**config.mk**
```make
export PLATFORM = sky130hd
export DESIGN_NAME = spi_cmd_sequencer_flat
export DESIGN_NICKNAME = d
export VERILOG_FILES = /design/src/rtl/spi_cmd_sequencer_if.sv /design/src/rtl/spi_cmd_sequencer.sv /design/src/flat_wrapper.sv
export SDC_FILE = /design/constraint.sdc
export NUM_CORES = 1
export LEC_CHECK = 0
export ABC_AREA = 1
export CORE_ASPECT_RATIO = 0.5
export CORE_UTILIZATION = 35
export CTS_BUF_LIST = sky130_fd_sc_hd__clkbuf_16
export DETAILED_ROUTE_END_ITERATION = 8
export PLACE_DENSITY = 0.66
export SYNTH_ARGS = -nofsm -noshare
export SYNTH_HDL_FRONTEND = slang
export SYNTH_SLANG_ARGS = --single-unit
```
**constraint.sdc**
```tcl
create_clock -name clk -period 1.86 [get_ports clk]
set_input_delay 0.279 -clock clk [delete_from_list [all_inputs] [get_ports clk]]
set_output_delay 0.279 -clock clk [all_outputs]
set_load 0.005 [all_outputs]
```
**src/rtl/spi_cmd_sequencer_if.sv**
```systemverilog
// Byte-stream and register-bank signals between the SPI command sequencer
// (master side) and the RX FIFO / TX FIFO / register bank (slave side).
interface spi_cmd_sequencer_if #(
  parameter int ADDR_WIDTH = 7
);
  logic [7:0]            rx_data;
  logic                  rx_empty;
  logic                  rx_read;
  logic [7:0]            tx_data;
  logic                  tx_write;
  logic                  tx_full;
  logic [ADDR_WIDTH-1:0] reg_addr;
  logic [7:0]            reg_wdata;
  logic                  reg_we;
  logic                  reg_re;
  logic [7:0]            reg_rdata;

  modport master (
    input  rx_data, rx_empty, tx_full, reg_rdata,
    output rx_read, tx_data, tx_write, reg_addr, reg_wdata, reg_we, reg_re
  );

  modport slave (
    output rx_data, rx_empty, tx_full, reg_rdata,
    input  rx_read, tx_data, tx_write, reg_addr, reg_wdata, reg_we, reg_re
  );
endinterface

```
**src/rtl/spi_cmd_sequencer.sv**
```systemverilog
// Parses SPI command frames (header, length, payload) into register writes or
// reads; define SPI_SEQ_CHECKSUM_EN to add a trailing XOR checksum byte.
module spi_cmd_sequencer #(
  parameter int ADDR_WIDTH     = 7,
  parameter int TIMEOUT_CYCLES = 1024
) (
  input  logic                clk,
  input  logic                reset,
  spi_cmd_sequencer_if.master bus,
  input  logic                frame_abort,
  input  logic                err_clear,
  output logic                busy,
  output logic                error,
  output logic [7:0]          frame_count
);
  localparam int TW = $clog2(TIMEOUT_CYCLES + 1);

  localparam logic [3:0] ST_IDLE     = 4'd0;
  localparam logic [3:0] ST_HDR      = 4'd1;
  localparam logic [3:0] ST_LEN      = 4'd2;
  localparam logic [3:0] ST_WR_FETCH = 4'd3;
  localparam logic [3:0] ST_WR_DO    = 4'd4;
  localparam logic [3:0] ST_RD_REQ   = 4'd5;
  localparam logic [3:0] ST_RD_PUSH  = 4'd6;
  localparam logic [3:0] ST_DONE     = 4'd7;
`ifdef SPI_SEQ_CHECKSUM_EN
  localparam logic [3:0] ST_CK_FETCH = 4'd8;
  localparam logic [3:0] ST_CK_CHK   = 4'd9;
  localparam logic [3:0] ST_RD_CK    = 4'd10;
  localparam logic [3:0] ST_WR_END   = ST_CK_FETCH;
  localparam logic [3:0] ST_RD_END   = ST_RD_CK;
`else
  localparam logic [3:0] ST_WR_END   = ST_DONE;
  localparam logic [3:0] ST_RD_END   = ST_DONE;
`endif

  logic [3:0]            state_reg, state_next;
  logic                  dir_reg, dir_next;
  logic [ADDR_WIDTH-1:0] addr_reg, addr_next;
  logic [7:0]            len_reg, len_next;
  logic [7:0]            hold_reg, hold_next;
  logic                  held_reg, held_next;
  logic                  pend_reg;
  logic [TW-1:0]         tmo_reg, tmo_next;
  logic                  error_reg, error_next;
  logic [7:0]            fcnt_reg, fcnt_next;
`ifdef SPI_SEQ_CHECKSUM_EN
  logic [7:0]            csum_reg, csum_next;
`endif

  logic       pop, we, re, push, err_set, abort_hit, fetch_wait;
  logic [7:0] wdata, tdata, rd_byte;

  always_comb begin
    state_next = state_reg;
    dir_next   = dir_reg;
    addr_next  = addr_reg;
    len_next   = len_reg;
    hold_next  = hold_reg;
    held_next  = held_reg;
    tmo_next   = '0;
    fcnt_next  = fcnt_reg;
`ifdef SPI_SEQ_CHECKSUM_EN
    csum_next  = csum_reg;
`endif
    pop        = 1'b0;
    we         = 1'b0;
    re         = 1'b0;
    push       = 1'b0;
    wdata      = 8'h00;
    tdata      = 8'h00;
    err_set    = 1'b0;
    fetch_wait = 1'b0;
    rd_byte    = held_reg ? hold_reg : bus.reg_rdata;
    abort_hit  = frame_abort && (state_reg != ST_IDLE) && (state_reg != ST_DONE);

    case (state_reg)
      ST_IDLE: begin
        if (!bus.rx_empty) begin
          pop        = 1'b1;
          state_next = ST_HDR;
        end
      end
      ST_HDR: begin
        fetch_wait = 1'b1;
        // The header arrives one cycle after its pop; the next pop waits a
        // cycle so pops are never back-to-back.
        if (pend_reg) begin
          dir_next  = bus.rx_data[7];
          addr_next = bus.rx_data[ADDR_WIDTH-1:0];
`ifdef SPI_SEQ_CHECKSUM_EN
          csum_next = bus.rx_data;
`endif
        end else if (!bus.rx_empty) begin
          pop        = 1'b1;
          state_next = ST_LEN;
        end
      end
      ST_LEN: begin
        fetch_wait = 1'b1;
        len_next   = bus.rx_data;
`ifdef SPI_SEQ_CHECKSUM_EN
        csum_next  = csum_reg ^ bus.rx_data;
`endif
        if (bus.rx_data == 8'h00)
          state_next = dir_reg ? ST_WR_END : ST_RD_END;
        else
          state_next = dir_reg ? ST_WR_FETCH : ST_RD_REQ;
      end
      ST_WR_FETCH: begin
        fetch_wait = 1'b1;
        if (!bus.rx_empty) begin
          pop        = 1'b1;
          state_next = ST_WR_DO;
        end
      end
      ST_WR_DO: begin
        we        = 1'b1;
        wdata     = bus.rx_data;
        addr_next = addr_reg + ADDR_WIDTH'(1);
        len_next  = len_reg - 8'd1;
`ifdef SPI_SEQ_CHECKSUM_EN
        csum_next = csum_reg ^ bus.rx_data;
`endif
        state_next = (len_reg == 8'd1) ? ST_WR_END : ST_WR_FETCH;
      end
      ST_RD_REQ: begin
        re         = 1'b1;
        held_next  = 1'b0;
        state_next = ST_RD_PUSH;
      end
      ST_RD_PUSH: begin
        // Under backpressure the read byte is parked in hold_reg so the
        // register (which may have read side effects) is never re-read.
        tdata     = rd_byte;
        hold_next = rd_byte;
        if (!bus.tx_full) begin
          push      = 1'b1;
          held_next = 1'b0;
          addr_next = addr_reg + ADDR_WIDTH'(1);
          len_next  = len_reg - 8'd1;
`ifdef SPI_SEQ_CHECKSUM_EN
          csum_next = csum_reg ^ rd_byte;
`endif
          state_next = (len_reg == 8'd1) ? ST_RD_END : ST_RD_REQ;
        end else begin
          held_next = 1'b1;
        end
      end
`ifdef SPI_SEQ_CHECKSUM_EN
      ST_CK_FETCH: begin
        fetch_wait = 1'b1;
        if (!bus.rx_empty) begin
          pop        = 1'b1;
          state_next = ST_CK_CHK;
        end
      end
      ST_CK_CHK: begin
        if (bus.rx_data != csum_reg)
          err_set = 1'b1;
        state_next = ST_DONE;
      end
      ST_RD_CK: begin
        tdata = csum_reg;
        if (!bus.tx_full) begin
          push       = 1'b1;
          state_next = ST_DONE;
        end
      end
`endif
      ST_DONE: begin
        fcnt_next  = fcnt_reg + 8'd1;
        state_next = ST_IDLE;
      end
      default: state_next = ST_IDLE;
    endcase

    // Inter-byte timeout only while starved for write-side bytes.
    if (fetch_wait && bus.rx_empty) begin
      if (tmo_reg == TW'(TIMEOUT_CYCLES - 1)) begin
        err_set    = 1'b1;
        state_next = ST_IDLE;
      end else begin
        tmo_next = tmo_reg + TW'(1);
      end
    end

    if (abort_hit) begin
      err_set    = 1'b1;
      state_next = ST_IDLE;
      held_next  = 1'b0;
      pop        = 1'b0;
      we         = 1'b0;
      re         = 1'b0;
      push       = 1'b0;
    end

    if (err_set)
      error_next = 1'b1;
    else if (err_clear)
      error_next = 1'b0;
    else
      error_next = error_reg;
  end

  always_ff @(posedge clk) begin
    if (reset) begin
      state_reg <= ST_IDLE;
      dir_reg   <= 1'b0;
      addr_reg  <= '0;
      len_reg   <= 8'h00;
      hold_reg  <= 8'h00;
      held_reg  <= 1'b0;
      pend_reg  <= 1'b0;
      tmo_reg   <= '0;
      error_reg <= 1'b0;
      fcnt_reg  <= 8'h00;
`ifdef SPI_SEQ_CHECKSUM_EN
      csum_reg  <= 8'h00;
`endif
    end else begin
      state_reg <= state_next;
      dir_reg   <= dir_next;
      addr_reg  <= addr_next;
      len_reg   <= len_next;
      hold_reg  <= hold_next;
      held_reg  <= held_next;
      pend_reg  <= pop;
      tmo_reg   <= tmo_next;
      error_reg <= error_next;
      fcnt_reg  <= fcnt_next;
`ifdef SPI_SEQ_CHECKSUM_EN
      csum_reg  <= csum_next;
`endif
    end
  end

  assign bus.rx_read   = pop && !reset;
  assign bus.reg_we    = we && !reset;
  assign bus.reg_re    = re && !reset;
  assign bus.tx_write  = push && !reset;
  assign bus.reg_addr  = addr_reg;
  assign bus.reg_wdata = wdata;
  assign bus.tx_data   = tdata;
  assign busy          = (state_reg != ST_IDLE);
  assign error         = error_reg;
  assign frame_count   = fcnt_reg;
endmodule

```
**src/flat_wrapper.sv**
```systemverilog
// flat-port wrapper written by rule: the top's interface ports become plain ports
module spi_cmd_sequencer_flat 
#(
  parameter int ADDR_WIDTH     = 7,
  parameter int TIMEOUT_CYCLES = 1024
)
  (clk, reset, frame_abort, err_clear, busy, error, frame_count, bus_rx_data, bus_rx_empty, bus_tx_full, bus_reg_rdata, bus_rx_read, bus_tx_data, bus_tx_write, bus_reg_addr, bus_reg_wdata, bus_reg_we, bus_reg_re);
  spi_cmd_sequencer_if #(.ADDR_WIDTH(ADDR_WIDTH)) bus_i ();
  input  logic clk;
  input  logic reset;
  input  logic frame_abort;
  input  logic err_clear;
  output logic busy;
  output logic error;
  output logic [7:0] frame_count;
  input wire logic [$bits(bus_i.rx_data)-1:0] bus_rx_data;
  input wire logic [$bits(bus_i.rx_empty)-1:0] bus_rx_empty;
  input wire logic [$bits(bus_i.tx_full)-1:0] bus_tx_full;
  input wire logic [$bits(bus_i.reg_rdata)-1:0] bus_reg_rdata;
  output wire logic [$bits(bus_i.rx_read)-1:0] bus_rx_read;
  output wire logic [$bits(bus_i.tx_data)-1:0] bus_tx_data;
  output wire logic [$bits(bus_i.tx_write)-1:0] bus_tx_write;
  output wire logic [$bits(bus_i.reg_addr)-1:0] bus_reg_addr;
  output wire logic [$bits(bus_i.reg_wdata)-1:0] bus_reg_wdata;
  output wire logic [$bits(bus_i.reg_we)-1:0] bus_reg_we;
  output wire logic [$bits(bus_i.reg_re)-1:0] bus_reg_re;
  assign bus_i.rx_data = bus_rx_data;
  assign bus_i.rx_empty = bus_rx_empty;
  assign bus_i.tx_full = bus_tx_full;
  assign bus_i.reg_rdata = bus_reg_rdata;
  assign bus_rx_read = bus_i.rx_read;
  assign bus_tx_data = bus_i.tx_data;
  assign bus_tx_write = bus_i.tx_write;
  assign bus_reg_addr = bus_i.reg_addr;
  assign bus_reg_wdata = bus_i.reg_wdata;
  assign bus_reg_we = bus_i.reg_we;
  assign bus_reg_re = bus_i.reg_re;
  spi_cmd_sequencer #(.ADDR_WIDTH(ADDR_WIDTH), .TIMEOUT_CYCLES(TIMEOUT_CYCLES)) u_core (.clk(clk), .reset(reset), .bus(bus_i), .frame_abort(frame_abort), .err_clear(err_clear), .busy(busy), .error(error), .frame_count(frame_count));
endmodule
```
==> results by group <==
Setup path
  • Capturing element type of the critical path: output pin
  • CP arrival: 1.53 ns
  • WP data required: 1.58 ns
  • Crit path launch type: flop
  • Start-to-end type of the worst setup path: flop to output pin
  • Largest fanout on the critical path: 6

Routing
  • Initial drt markers: 161
  • Final Routed Wirelength: 7230 um
  • Met2 wire length: 3310 um
  • Detailed-route wire length per cell: 10.9 um
  • Number of design rule violations left after detail routing: 0
  • Routed via count: 3002
  • Detail Route met3 WL: 261 um
  • DR pass1 iterations: 4
  • Via count normalized by instance count: 4.53
  • Post-route ant nets: 0
  • Post-route met1 wirelength: 3590 um
  • Uppermost metal layer occupied by signal nets: met4

Clocking
  • Root buffer cell: clkbuf_16
  • Clock insertion delay at the later pin of the skew report: 0.30 ns
  • CTS Sinks: 50
  • Bufs on Longest Clock Path: 2
  • Total clock buffers created by CTS: 5
  • CTS clk-pin slew, worst paths: 0.07 ns
  • Level count of the clock H-tree: 2
  • CTS tree: built
  • Hold bufs inserted after CTS: 0

Die
  • Horizontal extent of the die: 128 um
  • Number of rows in the core area: 22
  • Initial Utilization: 0.371
  • Core area: 7510 sq um
  • Io pins: 59
  • Vertical die dimension: 65.1 um
  • Area of the die: 8340 sq um

STA
  • Count of endpoints failing setup in the final report: 0
  • Total count of max-transition violations in the final report: 0
  • Period utilization: 0.975
  • Unrepaired setup endpoints after global routing: yes
  • Worst Hold Slack: 0.448 ns
  • Number of endpoints with negative hold slack in the final report: 0
  • Sum of negative setup slack: 0 ns
  • Setup skew after layout: 0.00921 ns
  • Final WS setup: 0.0469 ns
  • Upper clock frequency limit: 0.552 GHz
  • Shortest period the worst path allows: 1.81 ns

Final layout
  • P&R area growth vs syn: 45.0%
  • Leading cell type in the layout, fill and taps excluded: nand2_1
  • Commonest cells after routing, fill and taps aside: nand2_1, nor2_1, inv_1
  • Final core occ: 0.537
  • Filler cell count: 759
  • Number of flip-flops under the largest register name: 11
  • Number of non-filler instances in the completed layout: 662
  • Number of antenna cells inserted: 0
  • Final Net Count: 580
  • Fraction of final layout cells sized beyond drive strength 1: 0.161

Placement
  • Detailed placement HPWL: 5400 um
  • Port-buffer cells: 58
  • Post-Place Setup Slack: -0.0343 ns
  • Total instance count after detailed placement: 648
  • RePlAce Congestion: 0.866

GRT
  • Total track usage: 0.180
  • Total gr overflow: 0
  • Number of antenna violations at the first check in global routing: 0
  • Number of global-route vias before repair: 2703
  • Maximum number of pins on one net before global-route repair: 23
  • Wire length of the first global-routing pass: 11900 um

Yosys
  • Seq/Total Area, Yosys: 0.359
  • Synthesis-stage register bit count: 50
  • Total of warnings raised by yosys: 0
  • Count of distinct cell types in the synthesized netlist: 29
  • Avg Inst Size Synth: 6.19 sq um
  • Syn nets: 477
  • Gate Count Post-Synth: 450
  • Post-synthesis instance area: 2790 sq um

Pwr
  • Power density over the cells: 577 nW/um^2
  • Leakage power summed over all cells: 1.90 nW
  • Worst ir drop on vdd: 0.434 mV

Job
  • Max-cap violations: 0

Outcome
  • Result of the run: complete, no violations

Worst hold path
  • Class of the tightest hold or removal check: flop to flop
## final timing paths
kind / start / endpoint / slack, ns / cells after the start
max: u_core.state_reg[2]$_SDFF_PP0_ / bus_rx_read / 0.05 / 7
max reg2reg: u_core.tmo_reg[0]$_SDFF_PP0_ / u_core.tmo_reg[7]$_SDFF_PP0_ / 0.27 / 8
min: u_core.tmo_reg[0]$_SDFF_PP0_ / u_core.tmo_reg[0]$_SDFF_PP0_ / 0.45 / 1
min reg2reg: u_core.tmo_reg[0]$_SDFF_PP0_ / u_core.tmo_reg[0]$_SDFF_PP0_ / 0.45 / 1
## cells by family after synthesis
logic type / count (synthesis) / share of synthesized area
AO/OA/AOI/OAI: 58 / 0.105
adder cells (fa/ha/maj): 5 / 0.0225
flip-flops: 50 / 0.359
XOR/XNOR: 6 / 0.0189
buffers and inverters: 73 / 0.102
other: 1 / 0.00135
AND/OR/NAND/NOR: 257 / 0.391
## routing by layer
metal,GRT usage,up-vias
met2,0.315,47
met4,0.0338,0
met5,0,-
met3,0.0438,6
met1,0.227,1336
li1,-,1613
## cell usage after synthesis (all sizes together)
cell,count,area [sq um]
nor3,12,65.1
nand3,24,130
buf,3,21.3
nor2,71,282
dfxtp,50,1000
xnor2,1,8.76
nor3b,3,27.5
nand2,140,536
or2,1,6.26
a21oi,38,190
xor2,5,43.8
clkinv,2,7.51
clkbuf,4,15.0
nand3b,4,30.0
conb,1,3.75
nand4,2,12.5
o21a,1,7.51
inv,64,240
ha,5,62.6
o21ai,19,95.1
## layout make-up
cell class	instances	area (sq um)	area share
clock buffer	5	125	0.0310
clock inverter	3	47.5	0.0118
multi-input combinational	327	1560	0.386
timing repair buffer	103	906	0.224
sequential	50	1010	0.251
inverter	66	253	0.0626
tap	108	135	0.0335
## power breakdown
part / leakage (nW) / switching [W] / internal, W
registers: 0.406 / 0.00000735 / 0.00107
clock network: 0.0848 / 0.000430 / 0.000645
logic: 1.41 / 0.0000837 / 0.0000900
total: 1.90 / 0.000521 / 0.00181
## through the flow
stage | power, W | cell area (sq um)
after floorplan | 0.00117 | 2790
after global placement | 0.00127 | 3760
after detailed placement | 0.00127 | 3760
after CTS | 0.00235 | 3970
after global routing | 0.00242 | 4040
final | 0.00233 | 4040
## what timing repair did
item | 4_1_cts | 5_1_grt
pin swaps | 4 | 6
setup endpoints to repair | 20 | 24
gates resized for setup | 40 | 22
endpoints found under the hold margin | 0 | 0
buffers inserted | 2 | 5
## worst max-delay path, stage by stage (launching register included)
cell	delay, ns
dfxtp_2	0.34
buf_6	0.11
nor2_4	0.10
buf_6	0.13
nand3b_1	0.09
or2_1	0.24
a21oi_1	0.12
buf_2	0.12
No activity file was read; power rests on OpenSTA's default activity.
